[src/rtl/mem_port_arbiter.sv]
// mem_port_arbiter: shares one edge-strobed memory between two requesters via setup/strobe/capture accesses
module mem_port_arbiter #(
   parameter int ADDR_W       = 5,
   parameter int DATA_W       = 8,
   parameter int FIX_PRIORITY = 0
) (
   input  logic              clk,
   input  logic              rst,
   input  logic              req0,
   input  logic              we0,
   input  logic [ADDR_W-1:0] addr0,
   input  logic [DATA_W-1:0] wdata0,
   output logic              done0,
   output logic [DATA_W-1:0] rdata0,
   input  logic              req1,
   input  logic              we1,
   input  logic [ADDR_W-1:0] addr1,
   input  logic [DATA_W-1:0] wdata1,
   output logic              done1,
   output logic [DATA_W-1:0] rdata1,
   output logic              busy,
   output logic [ADDR_W-1:0] mem_address,
   output logic [DATA_W-1:0] mem_wdata,
   output logic              mem_read,
   output logic              mem_write,
   input  logic [DATA_W-1:0] mem_rdata
);
   typedef enum logic [1:0] {IDLE, SETUP, STROBE, DONE} state_t;
   localparam bit RR = (FIX_PRIORITY == 0);
   state_t            state_q, state_d;
   logic              gnt_q, gnt_d;
   logic              last_q, last_d;
   logic              we_q, we_d;
   logic [ADDR_W-1:0] addr_q, addr_d;
   logic [DATA_W-1:0] wdata_q, wdata_d;
   logic [DATA_W-1:0] rdata0_q, rdata0_d;
   logic [DATA_W-1:0] rdata1_q, rdata1_d;
   logic              pick1;

   assign pick1       = req1 && (!req0 || (RR && !last_q));
   assign busy        = state_q != IDLE;
   assign mem_address = addr_q;
   assign mem_wdata   = wdata_q;
   assign mem_read    = state_q == STROBE && !we_q;
   assign mem_write   = state_q == STROBE && we_q;
   assign done0       = state_q == DONE && !gnt_q;
   assign done1       = state_q == DONE && gnt_q;
   assign rdata0      = rdata0_q;
   assign rdata1      = rdata1_q;

   // Next state: grant and latch request in IDLE, walk the access sequence, capture read data leaving DONE
   always_comb begin
      state_d  = state_q;
      gnt_d    = gnt_q;
      last_d   = last_q;
      we_d     = we_q;
      addr_d   = addr_q;
      wdata_d  = wdata_q;
      rdata0_d = rdata0_q;
      rdata1_d = rdata1_q;
      unique case (state_q)
         IDLE: if (req0 || req1) begin
            state_d = SETUP;
            gnt_d   = pick1;
            last_d  = pick1;
            we_d    = pick1 ? we1 : we0;
            addr_d  = pick1 ? addr1 : addr0;
            wdata_d = pick1 ? wdata1 : wdata0;
         end
         SETUP:  state_d = STROBE;
         STROBE: state_d = DONE;
         default: begin
            state_d  = IDLE;
            rdata0_d = (!we_q && !gnt_q) ? mem_rdata : rdata0_q;
            rdata1_d = (!we_q && gnt_q) ? mem_rdata : rdata1_q;
         end
      endcase
   end

   // State and latched-request registers; reset abandons any in-flight access
   always_ff @(posedge clk or posedge rst) begin
      if (rst) begin
         state_q  <= IDLE;
         gnt_q    <= 1'b0;
         last_q   <= 1'b1;
         we_q     <= 1'b0;
         addr_q   <= '0;
         wdata_q  <= '0;
         rdata0_q <= '0;
         rdata1_q <= '0;
      end else begin
         state_q  <= state_d;
         gnt_q    <= gnt_d;
         last_q   <= last_d;
         we_q     <= we_d;
         addr_q   <= addr_d;
         wdata_q  <= wdata_d;
         rdata0_q <= rdata0_d;
         rdata1_q <= rdata1_d;
      end
   end
endmodule

[config.mk]
export PLATFORM = sky130hd
export DESIGN_NAME = mem_port_arbiter
export DESIGN_NICKNAME = d
export VERILOG_FILES = /design/src/rtl/mem_port_arbiter.sv
export SDC_FILE = /design/constraint.sdc
export NUM_CORES = 1
export LEC_CHECK = 0
export ABC_AREA = 1
export BUFFER_PORTS_ARGS = -buffer_cell sky130_fd_sc_hd__buf_4
export CAP_MARGIN = 20
export CORE_MARGIN = 2
export CORE_UTILIZATION = 43
export DETAILED_ROUTE_END_ITERATION = 7
export GPL_TIMING_DRIVEN = 0
export PLACE_DENSITY = 0.83
export SYNTH_ARGS = -nofsm -noshare
export SYNTH_HDL_FRONTEND = slang
export SYNTH_SLANG_ARGS = --single-unit
[constraint.sdc]
create_clock -name clk -period 1.4 [get_ports clk]
set_clock_uncertainty 0.05 [all_clocks]
set_input_delay 0.28 -clock clk [delete_from_list [all_inputs] [get_ports clk]]
set_output_delay 0.28 -clock clk [all_outputs]
set_load 0.005 [all_outputs]
# After elaboration in Yosys (flattened, before gate mapping)
# Cells that the tools add are included.
[op_classes]
n_eq_ne = 4
mux = 5
n_bitwise = 1
n_reduce_logical = 19
[ops]
columns = ["op", "n"]
rows = [
  ["8-bit two-way mux", 1],
  ["1-bit logical AND", 7],
  ["2-bit case mux with 3 select lines", 1],
  ["2-bit AND reduction", 3],
  ["5-bit two-way mux", 1],
  ["2-bit equality test (second input constant)", 2],
  ["1-bit zero test", 4],
  ["3-bit OR reduction", 1],
  ["2-bit by 1-bit equality test with 1-bit output (second input constant)", 1],
  ["2-bit zero test", 1],
  ["1-bit logical OR", 2],
  ["2-bit two-way mux", 1],
  ["2-bit inequality test (second input constant)", 1],
  ["2-bit nonzero test", 1],
  ["1-bit two-way mux", 1],
  ["1-bit NOT", 1],
]
[word_totals]
reg_bits = 34
inputBits = 40
output_inout_bits = 34
elab_cells = 37

# Depth between registers and ports, before layout
# Gate-level depths: netlist of the first run.
[logic_depth]
ltp_word = 4
depth_mapped = 8
depth_no_buf = 7

# Worst setup path before layout of the first run
# No wires, ideal clock.
[synth_timing]
kind = "register to register"
from = "reg state_q[0]"
to = "reg addr_q[0], in the netlist mem_address[0]"
setup_ps = 117
arrival_ps = 1186
t_required_ps = 1233
path_slack_ps = 47
stages_incl_launch_ff = 9
n_path_buf = 1
synth_period_minus_slack_ps = 1353
path_cell_list = "dfrtp_1 inv_1 ha_1 inv_1 nor2_8 inv_4 buf_6 nand2_1 nand2_1"
[synth_between]
elab_chain_cells = 2
[synth_rtl]
columns = ["element", "line_no", "text"]
rows = [
  ["start, declared", "30", "state_t state_q, state_d;"],
  ["start signal, assigned", "92", "state_q <= state_d;"],
  ["2-bit zero test", "61", "unique case (state_q)"],
  ["2-bit AND reduction (no source line)", "-", ""],
  ["end signal, assigned", "96", "addr_q <= addr_d;"],
  ["end, declared", "34", "logic [ADDR_W-1:0] addr_q, addr_d;"],
]
# Every way passes these cells.
# A chain may end at the register's enable or synchronous reset.

# Worst setup path in the final report of the first run
[layout_timing]
from = "reg state_q[1]"
to = "out busy"
[layout_between]
elab_chain_cells = 1
[layout_rtl]
columns = ["element", "line_no", "text"]
rows = [
  ["2-bit nonzero test", "41", "assign busy = state_q != IDLE;"],
  ["end, declared", "21", "output logic busy,"],
]
# Every way passes these cells.

==> results of run 1 <==
-- synth_stat cells --
cell | instances | area [µm²]
sky130_fd_sc_hd__inv_1 | 45 | 169
sky130_fd_sc_hd__buf_2 | 3 | 15.0
sky130_fd_sc_hd__nand3_1 | 29 | 145
sky130_fd_sc_hd__nand2_1 | 66 | 248
sky130_fd_sc_hd__dfstp_2 | 1 | 26.3
sky130_fd_sc_hd__dfrtp_1 | 33 | 826
sky130_fd_sc_hd__nand3b_4 | 1 | 20.0
sky130_fd_sc_hd__inv_4 | 1 | 6.26
sky130_fd_sc_hd__nor2_4 | 1 | 11.3
sky130_fd_sc_hd__nor2_8 | 1 | 20.0
sky130_fd_sc_hd__ha_1 | 5 | 62.6
sky130_fd_sc_hd__nand2_2 | 3 | 18.8
sky130_fd_sc_hd__nor2_1 | 3 | 11.3
sky130_fd_sc_hd__buf_6 | 5 | 56.3
sky130_fd_sc_hd__o21ai_0 | 3 | 15.0
sky130_fd_sc_hd__o21ai_1 | 16 | 80.1
-- power by group --
part	switching [mW]	internal, mW
clock network	0.340	0.396
logic	1.08	1.24
registers	0.338	1.50
-- stage by stage --
step	total power, mW	setup TNS [ns]	util [%]
global placement	3.95	-4.89	59.2
finish	4.89	-0.436	63.4
floorplan	2.94	0	-
CTS	4.87	-0.533	62.8
global route	5.32	-1.92	63.4
detailed placement	4.06	-0.991	59.9
-- final timing paths --
check	endpoint	slack, ns	cells past startpoint
setup / recovery	busy	-0.1	4
min in group clk	rdata1[4]	0.22	3
max in group asynchronous	last_q	0.68	3
hold reg to reg	last_q	0.42	2
setup reg to reg	mem_wdata[3]	-0.02	9
hold / removal	rdata1[7]	0.03	2
-- area by class of cell --
type / instances / area [µm²]
Clock buffer: 7 / 86.3
Inverter: 46 / 178
Buffer: 7 / 73.8
Tap cell: 50 / 62.6
Sequential cell: 34 / 853
Multi-Input combinational cell: 128 / 659
Clock inverter: 1 / 5.00
Fill cell: 366 / 1440
Timing Repair Buffer: 75 / 583
-- worst max-delay path: cells and delay by family, from the launching register on --
kind,cells,cell delay [ns]
fa+ha+maj,1,0.17
buf+inv,3,0.26
flops,1,0.45
-- layer usage --
metal	part of all wire (%)	global-route usage, %
met1	43	22.4
met3	6.2	5.33
met5	0	0
met4	0.32	5.36
met2	51	32.4
-- placed cells by master, fill, tap and decap left out, types with 2 or more instances in the layout --
master	n
sky130_fd_sc_hd__o21ai_0	3
sky130_fd_sc_hd__buf_4	74
sky130_fd_sc_hd__inv_1	41
sky130_fd_sc_hd__inv_2	3
sky130_fd_sc_hd__buf_6	3
sky130_fd_sc_hd__clkbuf_8	6
sky130_fd_sc_hd__nor2_1	3
sky130_fd_sc_hd__nand2_2	3
sky130_fd_sc_hd__inv_4	2
sky130_fd_sc_hd__o21ai_1	16
sky130_fd_sc_hd__buf_8	2
sky130_fd_sc_hd__ha_4	2
sky130_fd_sc_hd__dfrtp_1	32
sky130_fd_sc_hd__nand3_1	29
sky130_fd_sc_hd__nand2_1	66
sky130_fd_sc_hd__buf_2	2
sky130_fd_sc_hd__ha_1	2
-- timing repair --
action / CTS / global route
cloned: 0 / 0
hold buffers: 0 / 0
pin swaps: 1 / 1
endpoints found under the setup margin: 17 / 19
resized for setup: 6 / 7
buffers inserted: 1 / 1
hold endpoints to repair: 0 / 0
-- state kept, by name, indices dropped and copies added, names as in the netlist --
register     count
last_q           1
gnt_q            1
rdata0           8
rdata1           8
mem_wdata        8
we_q             1
state_q          2
mem_address      5
-- cells by family (layout without fill, tap and decap cells) --
| logic type | after synthesis | after routing | share of synthesized area [%] |
|---|---|---|---|
| AOI/OAI and AO/OA | 19 | 19 | 5.50 |
| DFF | 34 | 34 | 49.2 |
| buffers and inverters | 54 | 136 | 14.2 |
| adders and majority gates | 5 | 5 | 3.62 |
| and+or+nand+nor | 104 | 104 | 27.4 |
==> metrics.log, run 1 <==
[metrics] critical-path cell list: inv_2 > ha_1 > inv_1 > buf_4
[metrics] wire length reported by the detailed router: 4080 µm
[metrics] portion of the post-synthesis area used by sequential elements: 49.2%
[metrics] final-report hold violation count: 0
[metrics] number of slew-limit violations in the final report: 0
[metrics] violations in the final reports: setup timing
[metrics] via count of the first global-routing pass: 1,467
[metrics] pre-CTS setup slack: -0.106 ns
[metrics] clock-pin transition on the worst setup and hold timing paths: 0.07 ns
[metrics] routed vias: 1,620
[metrics] kind of launch point of the worst setup path: register
[metrics] maximum achievable frequency: 667 MHz
[metrics] sort of element at the end of the critical path: primary output
[metrics] normalized max-slew margin: 58.9%
[metrics] DP HPWL: 3180 µm
[metrics] Period Utilization, post-route: 107%
[metrics] Clock Tree Buf Depth: 2
[metrics] required arrival time at the worst endpoint: 1.07 ns
[metrics] Post-DP Area: 2360 µm²
[metrics] start point of the critical path: state_q[1]
[metrics] iteration-0 DRC count of the detailed router: 85
[metrics] largest net degree at the start of global routing: 21
[metrics] power density relative to cell area: 1950 nW/µm²
[metrics] count of yosys warnings during synthesis: 0
[metrics] flop and latch count out of synthesis: 34
[metrics] clk_lat worst skew: 0.28 ns
[metrics] number of buffers inserted during clock tree synthesis: 5
[metrics] r2r startpoint: state_q[0]
[metrics] worst slew pin tran: 0.615 ns
[metrics] ANT nets after route: 0
[metrics] endpoint arrival time on the critical path: 1.17 ns
[metrics] average detailed-routed wire length per instance: 11.7 µm
[metrics] final hold slack: 0.0293 ns
[metrics] leakage power: 1.47 nW
[metrics] Post-Layout Cell Count: 348
[metrics] Initial Utilization: 43.9%
[metrics] CTS sink count: 34
[metrics] overall die width: 67.4 µm
[metrics] post-synthesis instance area: 1730 µm²
[metrics] crit path kind: reg2out
[metrics] setup violators final: 14
[metrics] Diodes inserted: 0
[metrics] number of H-tree levels: 2
[metrics] detail-routed via count per cell: 4.66
[metrics] wire length of the first global-routing pass: 6340 µm
[metrics] clock tree from TritonCTS: built
[metrics] number of placement rows: 23
[metrics] die footprint: 4550 µm²
[metrics] post-synthesis instance total: 216
[metrics] crit path max fanout: 4
[metrics] final cell area excluding filler cells: 2500 µm²
[metrics] max-cap check violation count: 0
[metrics] delay of the slowest cell on the worst path: 0.45 ns
[metrics] DRT Pass-1 Iters: 4
[metrics] GP Congestion: 0.760
[metrics] DIE HEIGHT: 67.4 µm
[metrics] CP max stage cell: sky130_fd_sc_hd__dfrtp_2
[metrics] Residual DRC: 0
[metrics] outcome: finished, violations left
[metrics] unrepaired setup endpoints after global routing: true
[metrics] Cell variety after synth: 16
[metrics] CORE AREA: 3940 µm²
[metrics] post-synthesis average cell area: 8.01 µm²
[metrics] number of antenna violations at the first check in global routing: 0
[metrics] Post-layout nets: 342
[metrics] total of buffers placed on input and output ports: 72
[metrics] total nets after synthesis: 261
[metrics] Root Buffer: sky130_fd_sc_hd__clkbuf_8
[metrics] PnR worst setup slack: -0.0984 ns
[metrics] total routing usage reported by global routing: 18.6%
[metrics] final period demand of the worst path: 1.50 ns
[metrics] Synth-to-Final Area Change: 44.5%
[metrics] placed insts: 339
[metrics] GR Overflow Total: 0
[metrics] io pins: 74
[metrics] maximum vdd ir drop: 0.870 mV
[metrics] fraction of final layout cells sized beyond drive strength 1: 35.2%
[metrics] Hold WC Path Type: in2async
(Power assumes the default switching activity.)
==> inputs of run 2 (changes only) <==
--- a/config.mk
+++ b/config.mk
@@ -13,6 +13,8 @@
 export DETAILED_ROUTE_END_ITERATION = 7
 export GPL_TIMING_DRIVEN = 0
 export PLACE_DENSITY = 0.83
+export SETUP_SLACK_MARGIN = 0.15
+export SKIP_LAST_GASP = 1
 export SYNTH_ARGS = -nofsm -noshare
 export SYNTH_HDL_FRONTEND = slang
 export SYNTH_SLANG_ARGS = --single-unit
==> constraint.sdc (replaced) <==
create_clock -name clk -period 1.4 [get_ports clk]
set_clock_uncertainty 0.05 [all_clocks]
set_input_delay 0.28 -clock clk [delete_from_list [all_inputs] [get_ports clk]]
set_output_delay 0.28 -clock clk [all_outputs]
set_load 0.01 [all_outputs]
==> run 2 against run 1 <==
  * The flow still finishes with violations (setup timing)
  * Critical path depth grew 1
  * Sequential power is essentially flat
  * Non-clock buffer count grew 14
  * Clock-buffer cell count shrank 2
  * Power grew 12%
  * Routed wire length grew 3.1%
  * Critical endpoint is now mem_read
==> metrics.log, run 2 (synthesis gave the netlist of run 1 again) <==
[metrics] outcome: finished, violations left
[metrics] violations in the final reports: setup timing
[metrics] Post-layout nets: 356 (+4.1%)
[metrics] Setup TNS: -0.708 ns (-0.273 ns)
[metrics] start point of the critical path: state_q[0]
[metrics] Root Buffer: sky130_fd_sc_hd__clkbuf_8
[metrics] switching fraction of total power: 37.0% (+1.1 points)
[metrics] Hold WC Path Type: in2reg
[metrics] combinational cell fraction of total power: 50.3% (+3.0 points)
[metrics] overall die width: 67.4 µm (unchanged)
[metrics] met3 track demand over resource in global routing: 5.67% (+0.33 points)
[metrics] CORE AREA: 3940 µm² (unchanged)
[metrics] DP HPWL: 2990 µm (-6.1%)
[metrics] largest net degree at the start of global routing: 26 (+24%)
[metrics] Diodes inserted: 0 (unchanged)
[metrics] startpoint of the lowest-slack hold path: mem_rdata[3]
[metrics] Internal: 3.46 mW (+10%)
[metrics] met1 capacity usage during global routing: 24.4% (+2.0 points)
[metrics] family with the most delay on the worst path: flip-flops
[metrics] slack of the worst reg-to-reg path: -0.08 ns (-0.06 ns)
[metrics] most crowded layer after global routing: met2
[metrics] clock tree from TritonCTS: built
[metrics] Residual DRC: 0 (unchanged)
[metrics] Post-DP Area: 2370 µm² (+0.53%)
[metrics] final period demand of the worst path: 1.48 ns (-0.0161 ns)
[metrics] pre-CTS setup slack: 0.0389 ns (+0.145 ns)
[metrics] wire length of the first global-routing pass: 6510 µm (+2.6%)
[metrics] DRT Pass-1 Iters: 4 (unchanged)
[metrics] maximum vdd ir drop: 1.00 mV (+15%)
[metrics] PnR worst setup slack: -0.0823 ns (+0.0161 ns)
[metrics] clock-pin transition on the worst setup and hold timing paths: 0.07 ns (about the same)
[metrics] sort of element at the end of the critical path: primary output
[metrics] met2 track demand over resource: 32.4% (unchanged)
[metrics] io pins: 74 (unchanged)
[metrics] normalized max-slew margin: 82.0% (+23 points)
[metrics] Post-Layout Cell Count: 362 (+4.0%)
[metrics] Initial Utilization: 43.9% (unchanged)
[metrics] switching power: 2.03 mW (+16%)
[metrics] buffering stage count on the worst path with inverters included: 3 (unchanged)
[metrics] maximum achievable frequency: 675 MHz (+1.1%)
[metrics] clk_lat worst skew: 0.28 ns (about the same)
[metrics] leakage power: 1.55 nW (+5.2%)
[metrics] number of antenna violations at the first check in global routing: 0 (unchanged)
[metrics] GP Congestion: 0.737 (-3.1%)
[metrics] setup violators final: 27 (+13)
[metrics] final-report hold violation count: 0 (unchanged)
[metrics] crit path max fanout: 3 (-1)
[metrics] DIE HEIGHT: 67.4 µm (unchanged)
[metrics] number of slew-limit violations in the final report: 0 (unchanged)
[metrics] total routing usage reported by global routing: 19.5% (+0.84 points)
[metrics] r2r startpoint: state_q[0]
[metrics] part of the total power dissipated in the clock network: 16.0% (+0.9 points)
[metrics] post-layout power: 5.48 mW (+12%)
[metrics] final cell area excluding filler cells: 2650 µm² (+6.0%)
[metrics] total of buffers placed on input and output ports: 72 (unchanged)
[metrics] placed insts: 339 (unchanged)
[metrics] ANT nets after route: 0 (unchanged)
[metrics] kind of launch point of the worst setup path: register
[metrics] max-cap check violation count: 0 (unchanged)
[metrics] wire length reported by the detailed router: 4210 µm (+3.1%)
[metrics] crit path kind: reg2out
[metrics] detail-routed via count per cell: 4.74 (+1.8%)
[metrics] most frequent cells in the layout: sky130_fd_sc_hd__buf_4, sky130_fd_sc_hd__nand2_1, sky130_fd_sc_hd__inv_1
[metrics] final hold slack: 0.207 ns (+0.178 ns)
[metrics] delay of the slowest cell on the worst path: 0.41 ns (-0.04 ns)
[metrics] fraction of final layout cells sized beyond drive strength 1: 38.5% (+3.2 points)
[metrics] routed vias: 1,715 (+5.9%)
[metrics] Clock Tree Buf Depth: 2 (unchanged)
[metrics] power density relative to cell area: 2070 nW/µm² (+5.9%)
[metrics] GR Overflow Total: 0 (unchanged)
[metrics] number of H-tree levels: 2 (unchanged)
[metrics] Flop pwr share: 33.7% (-3.9 points)
[metrics] area taken by flip-flops and latches: 853 µm² (unchanged)
[metrics] unrepaired setup endpoints after global routing: true
[metrics] CTS sink count: 34 (unchanged)
[metrics] die footprint: 4550 µm² (unchanged)
[metrics] critical-path cell list: inv_2 > ha_4 > inv_1 > nor2_1 > buf_4
[metrics] number of buffers inserted during clock tree synthesis: 5 (unchanged)
[metrics] endpoint arrival time on the critical path: 1.15 ns (-0.02 ns)
[metrics] multi-input logic area: 662 µm² (+0.38%)
[metrics] average detailed-routed wire length per instance: 11.6 µm (-0.90%)
[metrics] CP max stage cell: sky130_fd_sc_hd__dfrtp_1
[metrics] number of placement rows: 23 (unchanged)
[metrics] filler cell count in the final layout: 330 (-9.8%)
[metrics] required arrival time at the worst endpoint: 1.07 ns (about the same)
[metrics] Synth-to-Final Area Change: 53.1%
[metrics] via count of the first global-routing pass: 1,410 (-3.9%)
[metrics] worst slew pin tran: 0.269 ns (-0.347 ns)
[metrics] most common cell after layout, fill and taps aside: sky130_fd_sc_hd__buf_4
[metrics] Period Utilization, post-route: 106% (-1.1 points)
[metrics] utilization after layout: 67.2% (+3.8 points)
[metrics] iteration-0 DRC count of the detailed router: 81 (-4.7%)
-- run 2: repair_timing --
item / in CTS / in global routing
setup buffers: 10 / 1
pin swaps: 4 / 2
endpoints found under the setup margin: 26 / 39
hold buffers: 1 / 0
resized for setup: 10 / 5
gates cloned: 2 / 1
endpoints found under the hold margin: 9 / 0
-- run 2: worst min-delay path, delay by kind of cell --
kind,cells,cell delay (ns)
buf+inv,2,0.16
compound gates,1,0.06
-- run 2: area by class of cell --
class | instances | area share [%]
Clock inverter | 3 | 1.51
Multi-Input combinational cell | 128 | 25.0
Inverter | 46 | 6.75
Timing Repair Buffer | 88 | 26.7
Buffer | 8 | 2.93
Tap cell | 50 | 2.36
Sequential cell | 34 | 32.2
Clock buffer | 5 | 2.60
-- run 2: worst paths after layout --
check,endpoint,cells past startpoint
worst max register to register,rdata0[4],7
worst max-delay path,mem_read,5
worst min register to register,last_q,2
min in group asynchronous,mem_wdata[2],3
worst min-delay path,rdata1[3],3
max in group asynchronous,last_q,4
-- run 2: metal layers --
layer	part of all wire, %	routed length, µm	vias to the layer above
li1	-	-	845
met1	43	1800	796
met2	49	2050	66
met3	7.0	296	8
met4	1.4	59	0
met5	0	0	-
-- run 2: power by group through the flow --
stage | combinational, mW | sequential [mW] | clock (mW)
after floorplan | 1.17 | 1.99 | 0
after global placement | 2.35 | 1.82 | 0
after detailed placement | 2.44 | 1.84 | 0
after CTS | 2.72 | 1.84 | 0.890
after global routing | 3.07 | 1.90 | 0.943
final | 2.76 | 1.85 | 0.876
==> inputs of run 3 (changes only) <==
--- a/config.mk
+++ b/config.mk
@@ -9,10 +9,11 @@
 export BUFFER_PORTS_ARGS = -buffer_cell sky130_fd_sc_hd__buf_4
 export CAP_MARGIN = 20
 export CORE_MARGIN = 2
-export CORE_UTILIZATION = 43
+export CORE_UTILIZATION = 44
+export CTS_BUF_LIST = sky130_fd_sc_hd__clkbuf_8
 export DETAILED_ROUTE_END_ITERATION = 7
 export GPL_TIMING_DRIVEN = 0
-export PLACE_DENSITY = 0.83
+export PLACE_DENSITY = 0.85
 export SETUP_SLACK_MARGIN = 0.15
 export SKIP_LAST_GASP = 1
 export SYNTH_ARGS = -nofsm -noshare
==> run 3 against run 2 <==
  * The run still ends with setup timing left
  * Cell count shrank 2.2%
  * Non-clock buffer count is 6 lower
  * Core utilization rose by 2.7 points
  * Worst hold slack worse by 0.15 ns
  * First-iteration DRC count up 54%
  * Highest routed layer unchanged
  * Sequential share of layout area increased by 0.64 points
  * Critical endpoint is now busy
  * Power down 2.4%
==> metrics.log, run 3 (synthesis gave the netlist of run 1 again) <==
[metrics] setup violators final: 21 (-22%)
[metrics] Post-DP Area: 2370 µm² (-0.11%)
[metrics] most crowded layer after global routing: met2
[metrics] clk_lat worst skew: 0.28 ns (about the same)
[metrics] total of buffers placed on input and output ports: 72 (unchanged)
[metrics] clock-pin transition on the worst setup and hold timing paths: 0.07 ns (about the same)
[metrics] overall die width: 66.7 µm (-1.1%)
[metrics] met2 track demand over resource: 33.8% (+1.3 points)
[metrics] end of the worst register-to-register path: mem_wdata[5]
[metrics] area taken by flip-flops and latches: 853 µm² (unchanged)
[metrics] final cell area excluding filler cells: 2600 µm² (-1.9%)
[metrics] length in cells of the worst reg-to-reg path: 10 (+3)
[metrics] placed insts: 337 (-0.59%)
[metrics] slack of the worst reg-to-reg path: -0.11 ns (-0.03 ns)
[metrics] sort of element at the end of the critical path: primary output
[metrics] leakage power: 1.53 nW (-0.84%)
[metrics] total routing usage reported by global routing: 20.1% (+0.60 points)
[metrics] Synth-to-Final Area Change: 50.2%
[metrics] CTS Hold Bufs: 0 (-1)
[metrics] post-layout power: 5.36 mW (-2.4%)
[metrics] Hold WC Path Type: in2async
[metrics] r2r startpoint: state_q[0]
[metrics] wire length reported by the detailed router: 4070 µm (-3.1%)
[metrics] endpoint arrival time on the critical path: 1.19 ns (+0.04 ns)
[metrics] DIE HEIGHT: 66.7 µm (-1.1%)
[metrics] number of slew-limit violations in the final report: 0 (unchanged)
[metrics] Diodes inserted: 0 (unchanged)
[metrics] most common cell after layout, fill and taps aside: sky130_fd_sc_hd__buf_4
[metrics] io pins: 74 (unchanged)
[metrics] Period Utilization, post-route: 109% (+2.9 points)
[metrics] maximum vdd ir drop: 1.16 mV (+16%)
[metrics] GP Congestion: 0.711 (-3.4%)
[metrics] CTS sink count: 34 (unchanged)
[metrics] final-report hold violation count: 0 (unchanged)
[metrics] outcome: finished, violations left
[metrics] die footprint: 4450 µm² (-2.1%)
[metrics] number of H-tree levels: 2 (unchanged)
[metrics] DP HPWL: 3040 µm (+1.6%)
[metrics] filler cell count in the final layout: 301 (-8.8%)
[metrics] number of buffers inserted during clock tree synthesis: 5 (unchanged)
[metrics] utilization after layout: 69.9% (+2.7 points)
[metrics] worst slew pin tran: 0.687 ns (+0.418 ns)
[metrics] violations in the final reports: setup timing
[metrics] clock tree from TritonCTS: built
[metrics] delay of the slowest cell on the worst path: 0.41 ns (about the same)
[metrics] crit path kind: reg2out
[metrics] Post-Layout Cell Count: 354 (-2.2%)
[metrics] Residual DRC: 0 (unchanged)
[metrics] CP max stage cell: sky130_fd_sc_hd__dfrtp_1
[metrics] CORE AREA: 3720 µm² (-5.7%)
[metrics] routed vias: 1,659 (-3.3%)
[metrics] largest net degree at the start of global routing: 20 (-23%)
[metrics] unrepaired setup endpoints after global routing: true
[metrics] multi-input logic area: 689 µm² (+4.2%)
[metrics] via count of the first global-routing pass: 1,559 (+11%)
[metrics] met3 track demand over resource in global routing: 7.26% (+1.6 points)
[metrics] required arrival time at the worst endpoint: 1.07 ns (about the same)
[metrics] power density relative to cell area: 2060 nW/µm² (-0.43%)
[metrics] detail-routed via count per cell: 4.69 (-1.1%)
[metrics] iteration-0 DRC count of the detailed router: 125 (+54%)
[metrics] Clock Tree Buf Depth: 2 (unchanged)
[metrics] ANT nets after route: 0 (unchanged)
[metrics] most frequent cells in the layout: sky130_fd_sc_hd__buf_4, sky130_fd_sc_hd__nand2_1, sky130_fd_sc_hd__inv_1
[metrics] final period demand of the worst path: 1.52 ns (+0.0412 ns)
[metrics] crit path max fanout: 3 (unchanged)
[metrics] number of placement rows: 22 (-4.3%)
[metrics] kind of launch point of the worst setup path: register
[metrics] Post-layout nets: 350 (-1.7%)
[metrics] maximum achievable frequency: 656 MHz (-2.7%)
[metrics] critical-path cell list: inv_2 > buf_4 > ha_4 > inv_1 > buf_4
[metrics] normalized max-slew margin: 54.2% (-28 points)
[metrics] average detailed-routed wire length per instance: 11.5 µm (-0.95%)
[metrics] wire length of the first global-routing pass: 6670 µm (+2.4%)
[metrics] GR Overflow Total: 0 (unchanged)
[metrics] cell type with the highest occurrence count on the critical path: sky130_fd_sc_hd__buf_4
[metrics] met1 capacity usage during global routing: 24.0% (-0.44 points)
[metrics] start point of the critical path: state_q[0]
[metrics] fraction of final layout cells sized beyond drive strength 1: 38.2% (-0.23 points)
[metrics] DRT Pass-1 Iters: 4 (unchanged)
[metrics] Initial Utilization: 46.6% (+2.7 points)
[metrics] Root Buffer: sky130_fd_sc_hd__clkbuf_8
[metrics] number of antenna violations at the first check in global routing: 0 (unchanged)
[metrics] PnR worst setup slack: -0.124 ns (-0.0412 ns)
[metrics] max-cap check violation count: 0 (unchanged)
==> run 3: critical path, delay by kind of cell, from the launching register on <==
family	cells	cell delay (ns)
fa+ha+maj	1	0.12
flops	1	0.41
buf+inv	4	0.38
==> run 3: what timing repair did <==
item	in CTS	in global routing
cloned	1	0
setup buffers	5	3
resized for setup	7	9
pin swaps	4	3
setup endpoints to repair	29	39
==> run 3: layout make-up <==
cell class / count / share of cell area, %
plain buffers: 8 / 2.84
well taps: 48 / 2.31
inverters: 46 / 6.74
repair buffers: 82 / 25.2
clock inverters: 2 / 0.337
multi-input cells: 128 / 26.5
flip-flops and latches: 34 / 32.8
clock buffers: 6 / 3.18
==> run 3: stage by stage <==
| stage | TNS (ns) | worst slack [ns] | hold slack (ns) |
|---|---|---|---|
| 2_1_floorplan | 0 | 0.165 | 0.371 |
| 3_3_place_gp | -4.46 | -0.136 | 0.408 |
| 3_5_place_dp | 0 | 0.0487 | 0.371 |
| 6_report | -1.84 | -0.124 | 0.0562 |
| 4_1_cts | -0.546 | -0.0987 | 0.0630 |
| 5_1_grt | -3.53 | -0.198 | 0.112 |
==> run 3: metal layers <==
metal | vias to the layer above | routed length, µm
met2 | 69 | 1960
met1 | 755 | 1690
li1 | 830 | -
met3 | 5 | 378
met4 | 0 | 51
met5 | - | 0
==> run 3: how the worst max path moves through the flow <==
stage                endpoint  slack [ns]  depth (start not counted)
2_1_floorplan  mem_address[0]        0.17                          8
3_3_place_gp   mem_address[3]       -0.14                          2
3_5_place_dp     mem_wdata[5]        0.05                          8
4_1_cts              mem_read        -0.1                          5
5_1_grt              mem_read       -0.20                          5
6_report                 busy       -0.12                          5
==> run 3: power by group <==
part | total (mW) | switching (mW) | leakage [nW] | internal [mW]
logic | 2.79 | 1.36 | 1.07 | 1.44
registers | 1.84 | 0.338 | 0.410 | 1.50
clock network | 0.724 | 0.335 | 0.0524 | 0.389
total | 5.36 | 2.03 | 1.53 | 3.33
